===== src/rtl/pingpong_reg_bank_pkg.sv =====
// Shared defaults and state encoding for the double-buffered display register store.
package pingpong_reg_bank_pkg;

  localparam int unsigned DATA_W_DEF    = 8;
  localparam int unsigned ADDR_W_DEF    = 4;
  localparam logic        DISP_BANK_RST = 1'b1;

  typedef enum logic {
    IDLE    = 1'b0,
    PENDING = 1'b1
  } pend_state_e;

endpackage


===== src/rtl/pingpong_reg_bank_reg_bank.sv =====
// One register bank: flop array with synchronous write and combinational read.
module pingpong_reg_bank_reg_bank #(
  parameter int unsigned DATA_W = 8,
  parameter int unsigned ADDR_W = 4
) (
  input  logic              clk,
  input  logic              rst_n,
  input  logic              wr_en,
  input  logic [ADDR_W-1:0] wr_addr,
  input  logic [DATA_W-1:0] wr_data,
  input  logic [ADDR_W-1:0] rd_addr,
  output logic [DATA_W-1:0] rd_data
);

  localparam int unsigned DEPTH = 2 ** ADDR_W;

  logic [DATA_W-1:0] mem [DEPTH];

  always_ff @(posedge clk or negedge rst_n) begin
    if (!rst_n) begin
      for (int unsigned i = 0; i < DEPTH; i++) mem[i] <= '0;
    end else if (wr_en) begin
      mem[wr_addr] <= wr_data;
    end
  end

  assign rd_data = mem[rd_addr];

endmodule


===== src/rtl/pingpong_reg_bank.sv =====
// Double-buffered 16x8 store: writer fills one bank, display reads the other; swaps commit on frame_start.
module pingpong_reg_bank
  import pingpong_reg_bank_pkg::*;
#(
  parameter int unsigned DATA_W = DATA_W_DEF,
  parameter int unsigned ADDR_W = ADDR_W_DEF
) (
  input  logic              clk,
  input  logic              rst_n,
  input  logic [DATA_W-1:0] wr_data,
  input  logic [ADDR_W-1:0] wr_addr,
  input  logic              wr_en,
  input  logic              wr_sel,
  input  logic              frame_start,
  input  logic              rd_en,
  input  logic [ADDR_W-1:0] rd_addr,
  output logic [DATA_W-1:0] rd_data,
  output logic              rd_valid,
  output logic              disp_bank,
  output logic              swap_pending,
  output logic              overrun,
  output logic              collision
);

  logic              sel_q;
  logic              toggle;
  pend_state_e       state;
  logic [DATA_W-1:0] bank_rd [2];

  pingpong_reg_bank_reg_bank #(.DATA_W(DATA_W), .ADDR_W(ADDR_W)) u_bank0 (
    .clk     (clk),
    .rst_n   (rst_n),
    .wr_en   (wr_en && !wr_sel),
    .wr_addr (wr_addr),
    .wr_data (wr_data),
    .rd_addr (rd_addr),
    .rd_data (bank_rd[0])
  );

  pingpong_reg_bank_reg_bank #(.DATA_W(DATA_W), .ADDR_W(ADDR_W)) u_bank1 (
    .clk     (clk),
    .rst_n   (rst_n),
    .wr_en   (wr_en && wr_sel),
    .wr_addr (wr_addr),
    .wr_data (wr_data),
    .rd_addr (rd_addr),
    .rd_data (bank_rd[1])
  );

  assign toggle       = wr_sel ^ sel_q;
  assign swap_pending = (state == PENDING);

  // A toggle coinciding with frame_start is consumed by the commit, so it can never raise overrun.
  always_ff @(posedge clk or negedge rst_n) begin
    if (!rst_n) begin
      sel_q     <= 1'b0;
      state     <= IDLE;
      disp_bank <= DISP_BANK_RST;
      overrun   <= 1'b0;
    end else begin
      sel_q <= wr_sel;
      if (frame_start && (toggle || state == PENDING)) begin
        disp_bank <= ~wr_sel;
        state     <= IDLE;
      end else if (toggle) begin
        if (state == PENDING) overrun <= 1'b1;
        state <= PENDING;
      end
    end
  end

  always_ff @(posedge clk or negedge rst_n) begin
    if (!rst_n) begin
      collision <= 1'b0;
    end else if (wr_en && (wr_sel == disp_bank)) begin
      collision <= 1'b1;
    end
  end

  always_ff @(posedge clk or negedge rst_n) begin
    if (!rst_n) begin
      rd_data  <= '0;
      rd_valid <= 1'b0;
    end else begin
      rd_valid <= rd_en;
      if (rd_en) rd_data <= bank_rd[disp_bank];
    end
  end

endmodule


===== config.mk =====
export PLATFORM = sky130hd
export DESIGN_NAME = pingpong_reg_bank
export DESIGN_NICKNAME = d
export VERILOG_FILES = /design/src/rtl/pingpong_reg_bank_pkg.sv /design/src/rtl/pingpong_reg_bank_reg_bank.sv /design/src/rtl/pingpong_reg_bank.sv
export SDC_FILE = /design/constraint.sdc
export NUM_CORES = 1
export LEC_CHECK = 0
export ABC_AREA = 1
export BUFFER_PORTS_ARGS = -buffer_cell sky130_fd_sc_hd__buf_2
export CAP_MARGIN = 0
export CELL_PAD_IN_SITES_DETAIL_PLACEMENT = 2
export CELL_PAD_IN_SITES_GLOBAL_PLACEMENT = 2
export CORE_MARGIN = 3
export CORE_UTILIZATION = 40
export DETAILED_ROUTE_END_ITERATION = 8
export PLACE_DENSITY = 0.85
export SETUP_SLACK_MARGIN = 0.5
export SYNTH_ARGS = -nofsm -noshare
export SYNTH_HDL_FRONTEND = slang
export SYNTH_HIERARCHICAL = 1
export SYNTH_SLANG_ARGS = --single-unit

===== constraint.sdc =====
create_clock -name clk -period 1.9 [get_ports clk]
set_clock_uncertainty 0.1 [all_clocks]
set_input_delay 0.38 -clock clk [delete_from_list [all_inputs] [get_ports clk]]
set_output_delay 0.38 -clock clk [all_outputs]
set_load 0.005 [all_outputs]

==> flow_summary_export.csv, run 1 <==
group,metric,value,unit
status,outcome,"stopped before the end",
clock_network,h-tree-depth,2,
logic_synthesis,synth_mux_area_frac,0,
clock_network,cts_made_buffers,34,
logic_synthesis,yosysWarningCount,6,
logic_synthesis,synthCells,1742,
logic_synthesis,synthDistinctLibCells,20,
placed_design,dp_hpwl,32400,µm
placed_design,dp_cells,2181,
clock_network,clkSinkCount,270,
floorplan,floorplan.initialDensity,0.412,
floorplan,io_pins,35,
clock_network,clk_path_buf_depth,3,
global_route,antenna_found_initial,3,
placed_design,post_dp_cell_area,14000,µm²
logic_synthesis,syn_avg_cell_area,7.56,µm²
logic_synthesis,synth_top_family_by_area,"simple AND/OR/NAND/NOR gates",
status,haltStage,"global routing (5_1_grt)",
logic_synthesis,synth_seq_cells,270,
sta,worstEpCategory,"top-level output",
logic_synthesis,netlist_area,13200,µm²
clock_network,cts-root-buf,"clkbuf_16",
logic_synthesis,synth_xor_area_frac,0,
logic_synthesis,synth_fp_nets,1764,
sta,postGrtWorstEndpoint,"disp_bank",
floorplan,die_w,187,µm
status,error,"[ERROR DPL-0033] detailed placement checks failed during check placement.",
global_route,grt_max_degree,70,
logic_synthesis,synth-compound-area-share,0.101,
placed_design,port_buffers,34,
logic_synthesis,synthSimpleGateAreaFrac,0.271,
placed_design,gp_congestion,0.820,
logic_synthesis,yosysSeqAreaShare,0.513,
floorplan,rows,65,
logic_synthesis,synthAdderAreaFrac,0,
floorplan,die_h,187,µm
cell usage after synthesis:
master,number,area [µm²]
nand2_1,648,2430
dfrtp_1,269,6730
o21ai_0,244,1220
inv_1,229,860
nand3_1,202,1010
clkbuf_1,44,165
buf_6,30,338
buf_2,22,110
nor2_1,18,67.6
o21ai_1,12,60.1
a31oi_1,8,50.1
nor2_2,5,31.3
inv_2,3,11.3
buf_1,2,7.51
buf_12,1,20.0
clkinv_1,1,3.75
dfstp_2,1,26.3
nand2_2,1,6.26
nand3_2,1,10.0
nand3b_1,1,7.51
logic make-up after synthesis:
family,count (synthesis)
buf+inv,332
compound gates,264
flops,270
simple gates,876
through the flow:
step           setup WS (ns)  TNS (ns)  hold WS (ns)
4_1_cts                0.164         0         0.107
3_5_place_dp         -0.0747    -0.598         0.185
3_3_place_gp         -0.0155   -0.0211         0.195
2_1_floorplan          0.464         0       -0.0156
repair_timing:
| action | in CTS |
|---|---|
| endpoints found under the hold margin | 90 |
| hold buffers | 3 |
| pin swaps | 10 |
| gates resized for setup | 74 |
| buffers inserted | 18 |
| setup endpoints to repair | 54 |
==> run 2: changes to the inputs <==
Settings changed: CELL_PAD_IN_SITES_DETAIL_PLACEMENT 2 to unset, CELL_PAD_IN_SITES_GLOBAL_PLACEMENT 2 to unset, PLACE_DENSITY 0.85 to unset, PLACE_DENSITY_LB_ADDON set to 0.15, SETUP_SLACK_MARGIN 0.5 to unset.
==> run 2 against run 1 <==
- the flow now finishes without violations
- area after synthesis stayed put
- synthesized cell count stayed put
==> flow_summary_export.csv, run 2 <==
group,metric,value,unit
sta,finalCritPeriodShare,0.935,
sta,setup_viol,0,
clock_network,cts-root-buf,"clkbuf_16",
status,outcome,"finished clean",
placed_design,port_buffers,34,
logic_synthesis,synth_top_area_share,0.511,
sta,hold_ws,0.203,ns
logic_synthesis,syn_avg_cell_area,7.56,µm²
detailed_routing,via_per_inst,4.95,
clock_network,clk_latency,0.56,ns
layout,multi_input_area,4900,µm²
sta,finalCriticalPeriod,1.78,ns
logic_synthesis,synthTopCellsByCount,"648 x nand2_1, 269 x dfrtp_1, 244 x o21ai_0, 229 x inv_1, 202 x nand3_1",
detailed_routing,dr.first_iter.drc_count,824,
worst_setup_path,cp-end-kind,"flip-flop",
placed_design,pre_cts_slack,-0.0719,ns
pwr,powerDensity,1070,nW/µm²
logic_synthesis,synth_edf_count,0,
global_route,grt_pass1_vias,10500,
global_route,antenna_found_initial,1,
sta,slew_violations,0,
pwr,peakVddDrop,598,µV
floorplan,io_pins,35,
detailed_routing,ant_nets,0,
worst_setup_path,cp-start-kind,"input pin",
detailed_routing,wl,36500,µm
floorplan,floorplan.initialDensity,0.412,
logic_synthesis,synth_ff_type,"dfrtp_1",
sta,grt_setup_unrepaired,"true",
layout,top_regs,"u_bank0/mem x128, u_bank1/mem x128, rd_data x8",
sta,tightest_slew,0.684,ns
placed_design,dp_hpwl,23700,µm
detailed_routing,dr.pass1.iters,5,
logic_synthesis,synth_seq_cells,270,
job,drv_cap,0,
logic_synthesis,yosysWarningCount,6,
worst_setup_path,worst_ep_arrival_time,2.11,ns
pwr,leakage,7.72,nW
detailed_routing,drc,0,
pwr,swShare,0.278,
pwr,power_frac_clock,0.387,
layout,stdcell_count,2250,
logic_synthesis,async_reset_ff_frac,1.00,
placed_design,post_dp_cell_area,14000,µm²
placed_design,dp_cells,2190,
floorplan,die_h,187,µm
worst_setup_path,critical_path_class,"input pin to flip-flop",
layout,nFillCells,3221,
worst_setup_path,crit_required,2.24,ns
detailed_routing,wire_per_inst,16.2,µm
logic_synthesis,yosysSeqAreaShare,0.513,
global_route,grt_remaining_overflow,0,
floorplan,dieArea,35100,µm²
layout,layout_common_cells,"646 x nand2_1, 269 x dfrtp_1, 244 x o21ai_0, 229 x inv_1, 202 x nand3_1",
floorplan,rows,65,
clock_network,clk_path_buf_depth,3,
clock_network,cts_made_buffers,31,
floorplan,core_area,32000,µm²
layout,final_common_cell,"nand2_1",
pwr,power,16.2,mW
clock_network,cts.clk_slew.worst_paths,0.06,ns
sta,max_freq,563,MHz
global_route,grt_max_degree,55,
layout,seqCellArea,6760,µm²
layout,syn2layout_area_growth,15.0,%
clock_network,clkSinkCount,270,
logic_synthesis,synthCells,1742,
layout,drive_gt1_frac,0.0981,
layout,nNetsFinal,1814,
pwr,sequentialPowerShare,0.453,
layout,diodes,0,
global_route,grtUsageTotal,0.210,
floorplan,die_w,187,µm
worst_setup_path,worstPathMaxFanout,16,
pwr,power.internal,11.7,mW
pwr,p_switching,4.51,mW
detailed_routing,num_vias,11100,
sta,hold_viol,0,
global_route,grt_pass1_wl,59700,µm
pwr,power_frac_comb,0.160,
logic_synthesis,synthDistinctLibCells,20,
clock_network,cts_tree,"yes",
min_path,min_path_type,"input pin to asynchronous set/reset pin",
clock_network,h-tree-depth,1,
logic_synthesis,synth_fp_nets,1764,
layout,stdcell_area,15100,µm²
logic_synthesis,synth_most_common_cell,"nand2_1",
sta,layout_setup_ws,0.123,ns
logic_synthesis,yosysTopAreaCell,"dfrtp_1",
sta,relSlewSlack,0.544,
logic_synthesis,synthTopCellsByArea,"dfrtp_1 51%, nand2_1 18%, o21ai_0 9.3%",
placed_design,gp_congestion,0.884,
logic_synthesis,netlist_area,13200,µm²
## run 2: final cells by class
cell class | count | area share
flip-flops and latches | 270 | 0.446
multi-input cells | 1140 | 0.324
clock buffers | 49 | 0.0649
repair buffers | 116 | 0.0641
inverters | 233 | 0.0577
well taps | 435 | 0.0359
clock inverters | 7 | 0.00752
## run 2: through the flow
stage,setup TNS (ns),util
after floorplan,0,-
final,0,0.474
after detailed placement,-0.157,0.438
after global routing,-0.0411,0.474
after CTS,0,0.474
after global placement,-0.110,0.438
## run 2: cell families after synthesis
group / count (synthesis) / share of synthesized area
AND/OR/NAND/NOR: 876 / 0.271
flip-flops: 270 / 0.513
buffers and inverters: 332 / 0.115
AO/OA/AOI/OAI: 264 / 0.101
## run 2: metal layers
metal | global-route usage | up-vias | wire length [µm]
met1 | 0.322 | 5295 | 18300
met2 | 0.315 | 265 | 15500
li1 | - | 5526 | -
met4 | 0.0433 | 0 | 642
met5 | 0 | - | 0
met3 | 0.0328 | 47 | 2050
## run 2: worst max-delay path, cell delays in order
cell	delay (ns)
dlygate4sd3_1	0.53
buf_2	0.15
nor2_1	0.13
buf_4	0.18
nand2_1	0.10
nor2_2	0.20
nand2_1	0.09
buf_4	0.20
nand2_1	0.06
o21ai_0	0.08
## run 2: worst paths after layout
| check | from | cells after the start | endpoint | slack, ns |
|---|---|---|---|---|
| min | rst_n | 2 | u_bank1/mem[49] | 0.20 |
| min reg2reg | overrun | 2 | overrun | 0.36 |
| min in group clk | wr_data[0] | 4 | u_bank0/mem[48] | 0.21 |
| max reg2reg | u_bank1/mem[81] | 8 | rd_data[1] | 0.53 |
| max in group asynchronous | rst_n | 3 | rd_data[0] | 0.92 |
| max | wr_sel | 10 | u_bank0/mem[114] | 0.12 |
## run 2: repair_timing
action / in CTS / in global routing
hold endpoints to repair: 273 / 0
hold buffers: 4 / 0
buffers inserted: 0 / 0
endpoints found under the setup margin: 0 / 19
resized for setup: 0 / 3
## run 2: power groups by stage
stage	clock [mW]	sequential, mW	combinational, mW
after floorplan	0	7.30	1.81
after detailed placement	0	7.44	2.60
final	6.28	7.36	2.60
after global placement	0	7.42	2.56
after CTS	6.43	7.35	2.62
after global routing	6.66	7.49	3.08
Power figures use the tool's default switching activity.
==> run 3: changes to the inputs <==
Settings changed: REMOVE_ABC_BUFFERS set to 1.
==> run 3 against run 2 <==
- critical path depth is 2 lower
- design area fell by 1.1%
- die area is the same
- first-iteration DRC count is 8.1% higher
- sequential power about the same
- setup slack got worse by 0.053 ns
- cell count shrank 0.31%
- total power down 4.1%
==> flow_summary_export.csv, run 3 (same netlist as run 2, synthesis figures left out) <==
group,metric,value,unit
status,outcome,"finished clean",
layout,drive_gt1_frac,0.0946,
floorplan,die_h,187,µm
layout,syn2layout_area_growth,13.7,%
layout,layout_common_cells,"642 x nand2_1, 269 x dfrtp_1, 244 x o21ai_0, 229 x inv_1, 202 x nand3_1",
sta,finalCritPeriodShare,0.963,
worst_setup_path,r2r_end,"rd_data[6]",
min_path,min_path_type,"input pin to flip-flop",
detailed_routing,via_per_inst,4.94,
worst_setup_path,crit_required,2.26,ns
clock_network,cts-root-buf,"clkbuf_16",
placed_design,pre_cts_slack,-0.0432,ns
floorplan,dieArea,35100,µm²
global_route,grtUsageTotal,0.209,
placed_design,dp_hpwl,23800,µm
global_route,grt_remaining_overflow,0,
placed_design,port_buffers,34,
worst_setup_path,worstPathMaxFanout,16,
floorplan,floorplan.initialDensity,0.412,
clock_network,clk_latency,0.56,ns
layout,stdcell_count,2243,
detailed_routing,num_vias,11100,
detailed_routing,dr.pass1.iters,5,
pwr,powerDensity,1040,nW/µm²
floorplan,rows,65,
min_path,hold_depth,1,
worst_setup_path,critPathMostFrequentCell,"nand2_1",
detailed_routing,drc,0,
floorplan,io_pins,35,
worst_setup_path,worst_ep_arrival_time,2.19,ns
global_route,grt_pass1_wl,59400,µm
global_route,antenna_found_initial,1,
layout,final_common_cell,"nand2_1",
pwr,p_switching,4.47,mW
worst_setup_path,crit_start,"wr_sel",
worst_setup_path,cp_slowest_cell,"dlygate4sd3_1",
sta,slew_violations,0,
pwr,leakage,7.63,nW
worst_setup_path,cp-end-kind,"flip-flop",
global_route,grt_max_degree,93,
clock_network,h-tree-depth,1,
worst_setup_path,crit_chain,"dlygate4sd3_1 -> buf_2 -> nand2_1 -> inv_1 -> nand2_1 -> nor2_2 -> nand2_1 -> o21ai_0",
worst_setup_path,reg2regPathDepth,4,
detailed_routing,ant_nets,0,
layout,nFillCells,3259,
layout,nNetsFinal,1810,
worst_setup_path,r2r_start,"disp_bank",
sta,tightest_slew,0.569,ns
layout,stdcell_area,15000,µm²
placed_design,dp_cells,2187,
sta,grt_setup_unrepaired,"true",
clock_network,cts_tree,"yes",
min_path,min_to,"rd_valid",
placed_design,gp_congestion,0.841,
worst_setup_path,max_stage_delay,0.52,ns
sta,layout_setup_ws,0.0702,ns
floorplan,die_w,187,µm
detailed_routing,dr.first_iter.drc_count,891,
pwr,peakVddDrop,660,µV
worst_setup_path,regToRegSetupSlack,0.47,ns
layout,diodes,0,
job,drv_cap,0,
worst_setup_path,cp-start-kind,"input pin",
sta,hold_viol,0,
layout,top_regs,"u_bank0/mem x128, u_bank1/mem x128, rd_data x8",
placed_design,post_dp_cell_area,14000,µm²
sta,relSlewSlack,0.620,
global_route,grt_pass1_vias,10600,
worst_setup_path,critical_path_class,"input pin to flip-flop",
clock_network,cts.clk_slew.worst_paths,0.06,ns
pwr,power,15.6,mW
clock_network,clk_path_buf_depth,3,
detailed_routing,wire_per_inst,16.2,µm
pwr,power_frac_comb,0.167,
sta,max_freq,546,MHz
min_path,min_from,"rd_en",
pwr,power.internal,11.1,mW
pwr,swShare,0.287,
clock_network,clkSinkCount,270,
detailed_routing,wl,36400,µm
sta,finalCriticalPeriod,1.83,ns
pwr,power_frac_clock,0.361,
layout,final_util,0.469,
pwr,sequentialPowerShare,0.473,
floorplan,core_area,32000,µm²
clock_network,cts_made_buffers,30,
sta,setup_viol,0,
run 3: cell types whose count changed in the layout (fill, tap and decap cells not counted), sizes merged:
cell / change
dlygate4sd3: -1
clkbuf: -4
bufinv: -2
inv: -1
buf: -2
clkinv: +3
run 3: cell type report:
type                       count  area [µm²]  share of cell area
sequential                   270        6760               0.451
timing repair buffer         113         946              0.0632
inverter                     233         875              0.0584
clock buffer                  45         878              0.0587
clock inverter                 7        60.1             0.00401
tap                          435         544              0.0363
multi-input combinational   1140        4910               0.328
run 3: power by group through the flow:
stage,clock (mW),sequential [mW],combinational [mW]
final,5.61,7.36,2.59
after global routing,6.00,7.50,3.07
after CTS,5.76,7.35,2.62
after detailed placement,0,7.46,2.58
after global placement,0,7.44,2.52
after floorplan,0,7.31,1.69
run 3: through the flow:
step	TNS [ns]	hold WS, ns
2_1_floorplan	0	-0.0156
3_3_place_gp	-0.0736	0.113
3_5_place_dp	-0.111	0.114
4_1_cts	0	0.00340
5_1_grt	-1.01	0.0266
6_report	0	0.0377
run 3: repair_timing:
item / in CTS / in global routing
hold buffers: 3 / 0
pin swaps: 0 / 0
gates cloned: 0 / 0
endpoints found under the hold margin: 194 / 0
endpoints found under the setup margin: 1 / 64
gates resized for setup: 0 / 7
buffers inserted: 1 / 0
run 3: worst max-delay path by stage:
stage          slack, ns               to
2_1_floorplan       0.26       rd_data[5]
3_3_place_gp       -0.03       rd_data[3]
3_5_place_dp       -0.04       rd_data[4]
4_1_cts             0.04  u_bank1/mem[15]
5_1_grt            -0.10  u_bank1/mem[69]
6_report            0.07  u_bank1/mem[64]
run 3: layer usage:
layer / share of wire / GRT usage / vias up / wire [µm]
met5: 0.00030 / 0 / - / 11
met2: 0.45 / 0.325 / 244 / 16200
met1: 0.48 / 0.313 / 5290 / 17500
met3: 0.051 / 0.0272 / 49 / 1870
li1: - / - / 5506 / -
met4: 0.020 / 0.0482 / 2 / 714
run 3: worst max-delay path, delay by kind of cell:
family / cells / cell delay, ns
AO/OA/AOI/OAI: 1 / 0.28
buffers and inverters: 3 / 0.82
AND/OR/NAND/NOR: 4 / 0.70
